$ cat config.mk
export PLATFORM = sky130hd
export DESIGN_NAME = valvula_multicanal
export DESIGN_NICKNAME = d
export VERILOG_FILES = /design/src/rtl/valvula_pkg.sv /design/src/rtl/valvula_canal.sv /design/src/rtl/valvula_multicanal.sv
export SDC_FILE = /design/constraint.sdc
export NUM_CORES = 1
export LEC_CHECK = 0
export BUFFER_PORTS_ARGS = -buffer_cell sky130_fd_sc_hd__buf_4
export CAP_MARGIN = 0
export CORE_MARGIN = 4
export CORE_UTILIZATION = 40
export CTS_CLUSTER_SIZE = 12
export DETAILED_ROUTE_END_ITERATION = 16
export PLACE_DENSITY_LB_ADDON = 0.1
export SYNTH_ARGS = -nofsm -noshare
export SYNTH_HDL_FRONTEND = slang
export SYNTH_SLANG_ARGS = --single-unit
export TNS_END_PERCENT = 50
$ cat constraint.sdc
create_clock -name clock -period 2.7 [get_ports clock]
set_clock_uncertainty 0.05 [all_clocks]
set_input_delay 0.135 -clock clock [delete_from_list [all_inputs] [get_ports clock]]
set_output_delay 0.135 -clock clock [all_outputs]
set_load 0.05 [all_outputs]
$ cat src/rtl/valvula_pkg.sv
// Shared types for the multi-channel valve controller.
// Per-channel state encoding and a counter-width helper.
package valvula_pkg;

  typedef enum logic [1:0] {
    FECHADA   = 2'd0,
    ABERTA    = 2'd1,
    BLOQUEADA = 2'd2
  } estado_t;

  function automatic int largura(input int valor);
    return (valor <= 1) ? 1 : $clog2(valor);
  endfunction

endpackage

$ cat src/rtl/valvula_canal.sv
// One valve channel: state FSM, anti-chatter hold counter
// and auto-mode open timer that latches a fault.
module valvula_canal
  import valvula_pkg::*;
#(
  parameter int MIN_HOLD   = 16,
  parameter int MAX_ABERTA = 1024
) (
  input  logic clock,
  input  logic reset,
  input  logic manual,
  input  logic abre_auto,
  input  logic fecha_auto,
  input  logic abre_manual,
  output logic abre_valvula,
  output logic falha
);

  localparam int HW = largura(MIN_HOLD + 1);
  localparam int TW = largura(MAX_ABERTA + 1);
  localparam logic [HW-1:0] HOLD_INI = HW'(MIN_HOLD - 1);
  localparam logic [TW-1:0] T_LIM = TW'(MAX_ABERTA - 1);
  localparam logic [TW-1:0] T_SAT = TW'(MAX_ABERTA);
  localparam bit TIMEOUT_ON = (MAX_ABERTA > 0);

  estado_t estado_q, estado_d;
  logic [HW-1:0] hold_q, hold_d;
  logic [TW-1:0] timer_q, timer_d;
  logic quer_abrir;
  logic livre;
  logic expira;

  always_ff @(posedge clock) begin
    if (reset) begin
      estado_q <= FECHADA;
      hold_q   <= '0;
      timer_q  <= '0;
    end else begin
      estado_q <= estado_d;
      hold_q   <= hold_d;
      timer_q  <= timer_d;
    end
  end

  always_comb begin
    quer_abrir = (estado_q == ABERTA);
    if (manual)          quer_abrir = abre_manual;
    else if (abre_auto)  quer_abrir = 1'b1;
    else if (fecha_auto) quer_abrir = 1'b0;

    livre  = (hold_q == '0);
    expira = TIMEOUT_ON && (estado_q == ABERTA)
             && !manual && (timer_q == T_LIM);

    estado_d = estado_q;
    case (estado_q)
      FECHADA:
        if (livre && quer_abrir) estado_d = ABERTA;
      ABERTA:
        if (expira)                   estado_d = BLOQUEADA;
        else if (livre && !quer_abrir) estado_d = FECHADA;
      BLOQUEADA:
        if (manual || (fecha_auto && !abre_auto))
          estado_d = FECHADA;
      default: estado_d = FECHADA;
    endcase

    hold_d = hold_q;
    if (estado_d != estado_q) hold_d = HOLD_INI;
    else if (!livre)          hold_d = hold_q - 1'b1;

    // Timer only runs across consecutive auto-mode open cycles
    timer_d = '0;
    if (estado_q == ABERTA && estado_d == ABERTA && !manual)
      timer_d = (timer_q == T_SAT) ? timer_q : timer_q + 1'b1;
  end

  always_comb begin
    abre_valvula = (estado_q == ABERTA);
    falha        = (estado_q == BLOQUEADA);
  end

endmodule

$ cat src/rtl/valvula_multicanal.sv
// N independent valve channels; bit i of every vector
// belongs to channel i.
module valvula_multicanal
  import valvula_pkg::*;
#(
  parameter int N_CANAIS   = 4,
  parameter int MIN_HOLD   = 16,
  parameter int MAX_ABERTA = 1024
) (
  input  logic                clock,
  input  logic                reset,
  input  logic [N_CANAIS-1:0] manual,
  input  logic [N_CANAIS-1:0] abre_auto,
  input  logic [N_CANAIS-1:0] fecha_auto,
  input  logic [N_CANAIS-1:0] abre_manual,
  output logic [N_CANAIS-1:0] abre_valvula,
  output logic [N_CANAIS-1:0] falha
);

  for (genvar i = 0; i < N_CANAIS; i++) begin : g_canal
    valvula_canal #(
      .MIN_HOLD  (MIN_HOLD),
      .MAX_ABERTA(MAX_ABERTA)
    ) u_canal (
      .clock       (clock),
      .reset       (reset),
      .manual      (manual[i]),
      .abre_auto   (abre_auto[i]),
      .fecha_auto  (fecha_auto[i]),
      .abre_manual (abre_manual[i]),
      .abre_valvula(abre_valvula[i]),
      .falha       (falha[i])
    );
  end

endmodule

=== Yosys cells after proc, flatten, opt, wreduce, memory -nomap -nowiden ===
Index checks and enable logic that the tools add are counted.

* Latch bits: 0
* Bits in writable memories: 0
* Bits in read-only memories: 0
* Word-level logic and storage cells: 156
* Bits of input ports: 18
* Register bits: 72
* Memories kept: 0

* Divide/modulo/power cells: 0
* Add/sub/neg operators: 8
* $lt $le $gt $ge: 0
* Shift operators: 0
* Multiplexer cells: 40
* Equal/unequal tests: 28
* $mul: 0
* Bitwise operators: 4
* Reduce and logical (&&, ||, !) cells: 60

{| class="wikitable"
|+ Operator list
! operator !! number
|-
| adder 11 x 1 -> 11 bit, second input constant || 4
|-
| equality test 11 x 10 -> 1 bit, second input constant || 4
|-
| equality test 11 bit, second input constant || 4
|-
| two-way mux 2 bit || 16
|-
| two-way mux 4 bit || 8
|-
| logical AND 1 bit || 28
|-
| one-hot mux 2 bit (3 select lines) || 4
|-
| zero test 5 bit || 4
|-
| subtractor 5 x 1 -> 5 bit, second input constant || 4
|-
| equality test 2 x 1 -> 1 bit, second input constant || 8
|-
| OR reduction 2 bit || 8
|-
| zero test 1 bit || 12
|-
| two-way mux 1 bit || 12
|-
| equality test 2 bit, second input constant || 4
|-
| zero test 2 bit || 4
|-
| != test 2 bit || 4
|-
| != test 2 bit, second input constant || 4
|-
| logical OR 1 bit || 4
|-
| NOT 1 bit || 4
|}

=== Depth between registers and ports, before layout ===
Gate-level depths: netlist of the first run.

* Depth in word-level cells: 14
* Mapped depth: 8

=== Cells and area by module ===
From an unflattened synthesis of the first run, not the netlist that was laid out.

* Cells, all modules: 440
* Area, all modules: 3973.8 µm²

{| class="wikitable"
|+ By module, submodules not included
! module !! area each (µm²) !! cells an instance !! sequential area each (µm²) !! instances
|-
| valvula_canal || 993.5 || 110 || 360.3 || 4
|}

=== Worst setup path after synthesis of the first run ===
OpenSTA, ideal clock, no wires.

* Path type: register -> register
* From: reg g_canal[2].u_canal.hold_q[0]
* To: reg g_canal[2].u_canal.timer_q[3]
* Arrival: 1749 ps
* Path buffers: 1
* Stages on the path, launching flop included: 8
* Slack: 828 ps
* Data required time: 2577 ps
* Setup time: 73 ps
* Period minus slack after synthesis: 1872 ps
* Cells stage by stage: dfxtp_1 -> inv_1 -> ha_1 -> or4b_4 -> a2111oi_4 -> o21ai_2 -> buf_6 -> nor3_4

* Word-level cells in the longest chain between the ends: 10

{| class="wikitable"
|+ Ends and longest elaborated chain
! element !! line !! text
|-
| start, declared || valvula_canal.sv:27 || <nowiki>logic [HW-1:0] hold_q, hold_d;</nowiki>
|-
| start signal, assigned || valvula_canal.sv:40 || <nowiki>hold_q <= hold_d;</nowiki>
|-
| zero test 5 bit * || valvula_canal.sv:51 || <nowiki>livre = (hold_q == '0);</nowiki>
|-
| logical AND 1 bit || valvula_canal.sv:61 || <nowiki>else if (livre && !quer_abrir) estado_d = FECHADA;</nowiki>
|-
| two-way mux 2 bit || valvula_canal.sv:61 ||
|-
| two-way mux 2 bit || valvula_canal.sv:60 || <nowiki>if (expira) estado_d = BLOQUEADA;</nowiki>
|-
| one-hot mux 2 bit (3 select lines) * || valvula_canal.sv:56 || <nowiki>case (estado_q)</nowiki>
|-
| equality test 2 x 1 -> 1 bit * || valvula_canal.sv:74 || <nowiki>if (estado_q == ABERTA && estado_d == ABERTA && !manual)</nowiki>
|-
| logical AND 1 bit * (2 in series) || valvula_canal.sv:74 ||
|-
| NOT 1 bit (no line) * || -- ||
|-
| OR reduction 2 bit (no line) * || -- ||
|-
| end signal, assigned || valvula_canal.sv:41 || <nowiki>timer_q <= timer_d;</nowiki>
|-
| end, declared || valvula_canal.sv:28 || <nowiki>logic [TW-1:0] timer_q, timer_d;</nowiki>
|}

Every way passes the cells marked *; elsewhere a longest branch is shown, timed or not.
A chain may end at the register's enable or synchronous reset.

=== Worst setup path in the final report of the first run ===
* From: reg g_canal[2].u_canal.hold_q[0]
* To: reg g_canal[2].u_canal.timer_q[2]

The elaborated chain is that of the path after synthesis.

==> impl_metrics.yaml, run 1 <==
floorplan:
  die_h_um: 110
  die_w_um: 110
  num_rows: 36
  initial_core_util_pct: 41.7
  die_area_mm2: 0.0120
  core-area_mm2: 0.00991
  ioPinCount: 26
pwr:
  powerDensity_mw_per_mm2: 781
  sw_frac_of_total_pct: 33.8
  power_mw: 3.63
  power.switching_mw: 1.23
  p_int_mw: 2.40
  p_comb_share_pct: 34.2
  pwr-share-clk_pct: 27.8
  leakage_nw: 1.58
  p_seq_share_pct: 37.9
  ir_drop_mv: 0.297
sta:
  maxSlewViolCount: 0
  period_needed_ns: 2.14
  setup_slack_ns: 0.565
  fmax_mhz: 468
  finalCritPeriodShare_pct: 79.1
  maxSlewHeadroom_pct: 41.9
  setup_viol: 0
  rsz0062_at_grt: "false"
  tns_ns: 0
  hold_violations: 0
  worst_pin_slew_ns: 0.860
cells_and_area:
  multi_input_area_mm2: 0.00248
  fillers: 984
  antennaDiodeCount: 0
  drive_above_1_share_pct: 19.9
  regArea_mm2: 0.00144
  final_nets: 512
  area_delta_synth_final_pct: 12.6
  utilization_pct: 46.9
grt:
  grtUsageTotal_pct: 14.4
  antenna_found_initial: 0
  grt_busiest_layer: "met2"
  grt_max_degree: 28
  grt_pass1_wl_um: 14300
  use_met3_pct: 2.41
  grt_overflow: 0
  first_global_vias: 3214
  gr-usage-met1_pct: 19.7
  use_met2_pct: 22.8
critical_path:
  start_kind: "register"
  path_buf_inv: 2
  r2r_cells: 7
  rrSetupSlack_ns: 0.56
  cp_data_required_time_ns: 2.87
  slowest_stage: "nor4b_1"
  crit_family: "simple AND/OR/NAND/NOR gates"
  worstPathArrival_ns: 2.30
  r2r-end: "g_canal[2].u_canal.timer_q[2]"
  cp_cell_sequence: "inv_1 > ha_1 > nor4b_1 > nor3_1 > o21ai_2 > buf_4 > a211oi_1"
  criticalPathCategory: "reg2reg"
  path_max_fanout: 11
  reg2reg_from: "g_canal[2].u_canal.hold_q[0]"
  endpoint_kind: "register"
  max_stage_delay_ns: 0.70
cts:
  cts_tree: "done"
  cts_hold_buf: 0
  cts_root_buffer: "clkbuf_8"
  clk_path_buf_depth: 2
  post_cts_resized: 0
  postCtsSetupBuffers: 0
  htreeDepth: 3
  cts_buffers: 9
  worstSkewPairLatency_ns: 0.34
  path_clk_slew_ns: 0.08
  numClockSinks: 72
synthesis:
  synth_area_mm2: 0.00413
  syn_inst: 456
  syn_avg_cell_area_um2: 9.06
  seq_area_frac_synth_pct: 34.9
  synth-seq-cells: 72
  synth_nets: 490
  synth_flop_cell: "dfxtp_1"
  ys_warn_count: 0
  synth_async_sr_flop_share_pct: 0
  synth_edf_count: 0
  ys_types: 49
routing:
  drtIter0Drc: 145
  wire_per_inst_um: 12.7
  routed_wl_um: 7830
  firstDrtPassIters: 4
  routed_via_density: 5.24
  ant_nets: 0
  post-route-drc-count: 0
  num_vias: 3220
run_status:
  outcome: "complete, no violations"
hold_path:
  min_path_type: "in2reg"
  worstHoldEndpoint: "g_canal[1].u_canal.estado_q[0]"
  hold_depth: 3
  min_from: "manual[1]"
placed_design:
  globalplace.congestion: 0.779
  dp_hpwl_um: 5640
  numPortBuffers: 25
  pre_cts_ws_ns: 0.554
job:
  drv_cap: 0
[cell families after synthesis]
| group | after synthesis | synth area share, % |
|---|---|---|
| compound gates | 68 | 13.3 |
| xor+xnor | 43 | 9.12 |
| fa+ha+maj | 16 | 4.85 |
| buf+inv | 44 | 5.45 |
| flops | 72 | 34.9 |
| mux | 5 | 1.24 |
| simple gates | 208 | 31.2 |
[cell usage after synthesis, drive strengths merged, types with 6 or more instances]
cell	n	area (µm²)
a211oi	7	52.6
a221oi	7	61.3
a31oi	13	81.3
buf	15	116
clkbuf	6	22.5
dfxtp	72	1440
ha	16	200
inv	23	86.3
nand2	28	105
nand2b	9	56.3
nand3	11	55.1
nand4	16	100
nor2	39	146
nor2b	12	75.1
nor3	40	337
nor4	16	100
o21ai	16	91.3
o31ai	6	45.0
or3b	7	61.3
xnor2	22	193
xor2	21	184
[power by group through the flow]
stage          clock [mW]  combinational (mW)  sequential [mW]
4_1_cts              1.04                1.25             1.37
3_5_place_dp            0                1.24             1.40
3_3_place_gp            0                1.24             1.39
2_1_floorplan           0                1.02             1.35
6_report             1.01                1.24             1.38
5_1_grt              1.08                1.43             1.41
[worst max path at each step]
stage,from,end,cells past startpoint
finish,g_canal[2].u_canal.hold_q[0],g_canal[2].u_canal.timer_q[2],7
detailed placement,g_canal[2].u_canal.hold_q[0],g_canal[2].u_canal.timer_q[2],7
CTS,g_canal[2].u_canal.hold_q[0],g_canal[2].u_canal.timer_q[2],7
global placement,g_canal[2].u_canal.hold_q[0],g_canal[2].u_canal.timer_q[2],7
floorplan,g_canal[2].u_canal.hold_q[0],g_canal[2].u_canal.timer_q[3],7
global route,g_canal[2].u_canal.hold_q[0],g_canal[2].u_canal.timer_q[2],7
[area by class of cell]
type | instances | area share (%)
clock buffer | 9 | 2.66
clock inverter | 6 | 2.34
inverter | 23 | 1.86
multi-input combinational | 340 | 53.4
sequential | 72 | 31.0
tap | 133 | 3.58
timing repair buffer | 32 | 5.17
[layer usage]
layer	wire, µm	vias up	share of wire [%]
li1	-	1703	-
met1	4060	1471	52
met2	3440	39	44
met3	240	7	3.1
met4	91	0	1.2
met5	0	-	0
[state kept, by name, indices dropped and copies added (netlist names)]
signal,flops
g_canal.u_canal.estado_q,8
g_canal.u_canal.timer_q,44
g_canal.u_canal.hold_q,20
[cells in the final DEF (no fill, tap or decap), types with 5 or more instances in the layout]
master    synthesis  routed
dfxtp_1          72      72
nor2_1           39      39
buf_4             9      32
nand2_1          28      28
nor3_2           25      25
inv_1            23      23
xnor2_1          22      22
xor2_1           21      21
nand4_1          16      16
ha_1             16      16
nor3_1           14      14
o21ai_0          13      13
nor4_1           16      13
a31oi_1          13      13
nor2b_1          12      12
nand3_1          11      11
nand2b_1          9       9
clkbuf_8          0       9
a221oi_1          7       7
a211oi_1          7       7
o31ai_1           6       6
nor4b_1           5       5
[tightest hold or removal path: cells and delay by family]
kind	cells	cell delay, ns
AOI/OAI and AO/OA	1	0.12
buffers and inverters	1	0.11
and+or+nand+nor	1	0.07
[metrics by stage]
step	hold WS, ns	area (µm²)	cells
2_1_floorplan	0.273	4130	456
3_3_place_gp	0.419	4420	600
3_5_place_dp	0.424	4420	600
4_1_cts	0.0650	4650	615
5_1_grt	0.0971	4650	615
6_report	0.0855	4650	615
(Power assumes the default switching activity.)
==> run 2, diff against run 1 <==
Settings changed: ABC_AREA from default to 1.
Clock period 2.7 ns to 2 ns, I/O delays scaled along.
==> impl_metrics.yaml, run 2 <==
grt:
  grt_max_degree: 14
  grt_overflow: 0
  grtUsageTotal_pct: 14.2
  antenna_found_initial: 0
  first_global_vias: 3247
  grt_pass1_wl_um: 13900
synthesis:
  synth_area_mm2: 0.00409
  syn_avg_cell_area_um2: 7.10
  synth_most_common_cell: "nand2_1"
  synth_async_sr_flop_share_pct: 0
  synth_nets: 609
  syn_inst: 575
  synth_edf_count: 0
  synth.area.top_cells: "dfxtp_1, nand2_1, nor2_1"
  synth_commonest_cells: "nand2_1, nor2_1, inv_1"
  ys_types: 33
  synth_flop_cell: "dfxtp_1"
  ys_warn_count: 0
  yosys.area.top_type: "dfxtp_1"
  seq_area_frac_synth_pct: 35.3
  synth_top_area_share_pct: 35.3
  synth-seq-cells: 72
sta:
  finalCritPeriodShare_pct: 87.1
  maxSlewHeadroom_pct: 73.1
  setup_viol: 0
  tns_ns: 0
  period_needed_ns: 1.74
  worst_pin_slew_ns: 0.403
  rsz0062_at_grt: "false"
  hold_violations: 0
  maxSlewViolCount: 0
  fmax_mhz: 574
hold_path:
  worstHoldEndpoint: "g_canal[2].u_canal.estado_q[1]"
  min_from: "manual[2]"
  hold_depth: 4
  min_path_type: "in2reg"
cells_and_area:
  area_delta_synth_final_pct: 11.2
  regMostFlops: "g_canal.u_canal.timer_q"
  drive_above_1_share_pct: 13.6
  antennaDiodeCount: 0
  final_common_cell: "nand2_1"
  final_nets: 633
  fillers: 1014
  final_cell_mix: "nand2_1, nor2_1, inv_1, dfxtp_1, nand3_1"
  fin_area_mm2: 0.00454
  reg_top3: "g_canal.u_canal.timer_q x44, g_canal.u_canal.hold_q x20, g_canal.u_canal.estado_q x8"
  regArea_mm2: 0.00144
  largest_reg_flops: 44
  multi_input_area_mm2: 0.00219
routing:
  post-route-drc-count: 0
  firstDrtPassIters: 6
  routed_via_density: 4.59
  num_vias: 3382
  routed_wl_um: 7440
  wire_per_inst_um: 10.1
  ant_nets: 0
  drtIter0Drc: 146
critical_path:
  endpoint_kind: "register"
  path_buf_inv: 1
  slowest_stage: "dfxtp_1"
  path_max_fanout: 11
  critPathLaunch: "g_canal[3].u_canal.timer_q[0]"
  r2r_cells: 8
  rrSetupSlack_ns: 0.26
  max_stage_delay_ns: 0.42
  reg2reg_from: "g_canal[3].u_canal.timer_q[0]"
  crit_family: "simple AND/OR/NAND/NOR gates"
  worstPathArrival_ns: 1.93
  r2r-end: "g_canal[3].u_canal.timer_q[5]"
  criticalPathCategory: "reg2reg"
  cp_cell_sequence: "ha_1 > nand2_1 > nor2_1 > nand4_1 > nand3_1 > nand3b_1 > buf_4 > nor3_1"
  cp_data_required_time_ns: 2.18
  start_kind: "register"
pwr:
  pwr-share-clk_pct: 23.6
  power.switching_mw: 1.84
  ir_drop_mv: 0.427
  p_comb_share_pct: 38.8
  powerDensity_mw_per_mm2: 1070
  p_int_mw: 3.02
  leakage_nw: 1.92
  p_seq_share_pct: 37.6
  power_mw: 4.87
  sw_frac_of_total_pct: 37.9
cts:
  path_clk_slew_ns: 0.08
  clk_path_buf_depth: 2
  cts_tree: "done"
  numClockSinks: 72
  postCtsSetupBuffers: 0
  cts_buffers: 9
  worstSkewPairLatency_ns: 0.34
  htreeDepth: 3
  cts_root_buffer: "clkbuf_8"
floorplan:
  num_rows: 36
  die_w_um: 109
  die_h_um: 109
  die_area_mm2: 0.0119
  ioPinCount: 26
  core-area_mm2: 0.00986
  initial_core_util_pct: 41.4
run_status:
  outcome: "complete, no violations"
placed_design:
  place_area_mm2: 0.00434
  dp_hpwl_um: 5570
  numPortBuffers: 25
  globalplace.congestion: 0.813
job:
  drv_cap: 0
==> run 2: cell count changes in the layout (fill, tap and decap cells not counted), moves of 16 or more <==
cell     previous run  this run
a21oi_1             4        20
inv_1              23        88
nor2_1             39        98
nand3_1            11        46
nand2_1            28       100
nor3_2             25         5
==> run 2: layer usage <==
metal  track usage [%]  up-vias  part of all wire (%)
met2              22.8       35                    45
met4              6.22        0                   1.3
met1              18.8     1487                    51
li1                  -     1853                     -
met5                 0        -                     0
met3              2.31        7                   2.8
==> run 2: how the worst max path moves through the flow <==
stage,end,cells past startpoint
final,g_canal[3].u_canal.timer_q[5],8
after global routing,g_canal[3].u_canal.hold_q[0],9
after CTS,g_canal[3].u_canal.timer_q[8],8
after detailed placement,g_canal[3].u_canal.timer_q[5],8
after global placement,g_canal[3].u_canal.timer_q[5],8
after floorplan,g_canal[3].u_canal.timer_q[2],8
==> run 2: final cells by class <==
| cell class | instances | share of cell area (%) |
|---|---|---|
| Timing Repair Buffer | 29 | 4.85 |
| Tap cell | 133 | 3.66 |
| Clock buffer | 9 | 2.73 |
| Sequential cell | 72 | 31.7 |
| Clock inverter | 7 | 1.57 |
| Inverter | 89 | 7.35 |
| Multi-Input combinational cell | 398 | 48.1 |
==> run 2: repair_timing <==
item | CTS | global route
gates resized for setup | 0 | 0
hold buffers | 1 | 0
endpoints found under the hold margin | 8 | 0
==> run 2: cell families (layout without fill, tap and decap cells) <==
group,after synthesis,count (layout),share of synthesized area (%)
buf+inv,105,134,11.2
fa+ha+maj,16,16,4.90
flops,72,72,35.3
xor+xnor,28,28,6.00
compound gates,49,49,7.26
simple gates,305,305,35.3
==> run 2: tightest hold or removal path: cells and delay by family <==
kind	cells	cell delay, ns
AND/OR/NAND/NOR	2	0.16
buffers and inverters	1	0.09
AO/OA/AOI/OAI	1	0.07
==> run 2: power groups by stage <==
stage | logic, mW | clock network (mW) | registers, mW
floorplan | 1.64 | 0 | 1.83
global placement | 1.89 | 0 | 1.86
detailed placement | 1.89 | 0 | 1.86
CTS | 1.92 | 1.20 | 1.83
global route | 2.22 | 1.25 | 1.86
finish | 1.89 | 1.15 | 1.83
==> run 2: metrics by stage <==
| stage | setup WS [ns] | utilization (%) | hold WS [ns] | instances |
|---|---|---|---|---|
| floorplan | 0.511 | - | 0.266 | 575 |
| global placement | 0.303 | 44.0 | 0.342 | 720 |
| detailed placement | 0.251 | 44.0 | 0.347 | 720 |
| CTS | 0.235 | 46.1 | 0.0591 | 737 |
| global route | 0.0831 | 46.1 | 0.0865 | 737 |
| finish | 0.258 | 46.1 | 0.0699 | 737 |
==> run 3, diff against run 2 <==
Clock period 2 ns to 1.4 ns, I/O delays scaled along.
==> impl_metrics.yaml, run 3 (synthesis gave the netlist of run 2 again) <==
critical_path:
  path_buf_inv: 1
  endpoint_kind: "register"
  criticalPathCategory: "reg2reg"
  cp_data_required_time_ns: 1.65
  start_kind: "register"
  path_max_fanout: 11
  crit_family: "simple AND/OR/NAND/NOR gates"
  slowest_stage: "dfxtp_2"
  cp_cell_sequence: "ha_4 > nand2_4 > nor2_4 > nand4_1 > nand3_2 > nand3b_1 > buf_12 > a21oi_2"
  max_stage_delay_ns: 0.34
  worstPathArrival_ns: 1.69
hold_path:
  min_path_type: "in2reg"
run_status:
  failed_checks: "setup timing"
  outcome: "finished, violations left"
sta:
  maxSlewViolCount: 0
  maxSlewHeadroom_pct: 72.3
  finalCritPeriodShare_pct: 103
  setup_viol: 30
  rsz0062_at_grt: "true"
  fmax_mhz: 692
  hold_violations: 0
  period_needed_ns: 1.45
  worst_pin_slew_ns: 0.414
  setup_slack_ns: -0.0459
  tns_ns: -0.524
placed_design:
  place_inst: 784
  globalplace.congestion: 0.803
  dp_hpwl_um: 6280
  numPortBuffers: 25
cells_and_area:
  antennaDiodeCount: 0
  regMostFlops: "g_canal.u_canal.timer_q"
  largest_reg_flops: 44
  utilization_pct: 58.8
  reg_top3: "g_canal.u_canal.timer_q x44, g_canal.u_canal.hold_q x20, g_canal.u_canal.estado_q x8"
  final_cells: 810
  final_cell_mix: "buf_4, nand2_1, inv_1, nor2_1, dfxtp_1"
  final_common_cell: "buf_4"
  fillers: 906
  drive_above_1_share_pct: 41.5
  area_delta_synth_final_pct: 42.0
  final_nets: 706
routing:
  ant_nets: 0
  routed_via_density: 4.67
  wire_per_inst_um: 11.5
  num_vias: 3779
  post-route-drc-count: 0
  drtIter0Drc: 133
  firstDrtPassIters: 4
  routed_wl_um: 9350
pwr:
  leakage_nw: 2.49
  ir_drop_mv: 0.983
  power_mw: 9.10
  powerDensity_mw_per_mm2: 1570
floorplan:
  initial_core_util_pct: 41.4
  die_area_mm2: 0.0119
  core-area_mm2: 0.00986
  die_h_um: 109
  ioPinCount: 26
  num_rows: 36
  die_w_um: 109
cts:
  htreeDepth: 3
  numClockSinks: 72
  clk_path_buf_depth: 2
  cts_buffers: 9
  cts_tree: "done"
  cts_root_buffer: "clkbuf_8"
  path_clk_slew_ns: 0.08
  worstSkewPairLatency_ns: 0.36
grt:
  antenna_found_initial: 0
  use_met3_pct: 4.68
  use_met2_pct: 26.9
  grt_max_degree: 25
  first_global_vias: 3615
  grt_pass1_wl_um: 15600
  gr-usage-met1_pct: 20.7
  grtUsageTotal_pct: 16.3
  grt_busiest_layer: "met2"
  grt_overflow: 0
job:
  drv_cap: 0
[run 3: cell count changes in the layout (fill, tap and decap cells not counted), moves of 8 or more]
| cell | previous run | this run |
|---|---|---|
| nor2_1 | 98 | 70 |
| a21oi_2 | 5 | 19 |
| ha_1 | 16 | 8 |
| inv_2 | 1 | 15 |
| inv_1 | 88 | 74 |
| buf_4 | 28 | 92 |
| nand2_1 | 100 | 81 |
| nor2_4 | 2 | 13 |
| nor2_2 | 5 | 22 |
| dfxtp_1 | 72 | 45 |
| a21oi_1 | 20 | 6 |
| dfxtp_2 | 0 | 25 |
| nand2_2 | 0 | 15 |
[run 3: area by class of cell]
cell class                 count  area, µm²  area share [%]
multi-input combinational    401       2750            47.4
sequential                    72       1480            25.5
timing repair buffer          99        786            13.5
inverter                      89        334            5.76
tap                          133        166            2.87
clock inverter                 6        155            2.67
clock buffer                  10        128            2.20
[run 3: worst paths after layout]
| check | from | cells after the start | slack, ns | endpoint |
|---|---|---|---|---|
| setup / recovery | g_canal[3].u_canal.timer_q[0] | 8 | -0.05 | g_canal[3].u_canal.timer_q[1] |
| hold / removal | manual[1] | 4 | 0.03 | g_canal[1].u_canal.estado_q[1] |
| setup reg to reg | g_canal[3].u_canal.timer_q[0] | 8 | -0.05 | g_canal[3].u_canal.timer_q[1] |
| hold reg to reg | g_canal[3].u_canal.timer_q[9] | 2 | 0.45 | g_canal[3].u_canal.timer_q[9] |
[run 3: repair_timing]
action | 4_1_cts | 5_1_grt
endpoints found under the hold margin | 8 | 0
pin swaps | 19 | 24
gates cloned | 1 | 2
setup buffers | 3 | 3
setup endpoints to repair | 64 | 70
gates resized for setup | 57 | 93
hold buffers | 1 | 0
[run 3: where the power goes]
group	leakage [nW]	total, mW	internal, mW	switching [mW]
clock network	0.140	2.36	1.54	0.822
registers	0.598	2.64	2.39	0.244
logic	1.75	4.10	1.95	2.15
total	2.49	9.10	5.88	3.21
[run 3: metrics by stage]
step                      worst slack, ns  hold slack [ns]  instance area, µm²
after floorplan                   -0.0427            0.236                4140
after global placement            -0.0985            0.287                4900
after detailed placement           -0.129            0.289                4900
after CTS                         -0.0701           0.0133                5430
after global routing               -0.150           0.0306                5800
final                             -0.0459           0.0275                5800
[run 3: routing by layer]
| layer | wire length [µm] | part of all wire [%] | vias up |
|---|---|---|---|
| met5 | 0 | 0 | - |
| met4 | 112 | 1.2 | 0 |
| met3 | 289 | 3.1 | 12 |
| met2 | 4460 | 48 | 37 |
| met1 | 4490 | 48 | 1718 |
| li1 | - | - | 2012 |
[run 3: tightest hold or removal path, cell delays in order]
cell and delay [ns]:
buf_4 0.11, nor2_2 0.05, nand4_4 0.10, a21oi_1 0.06
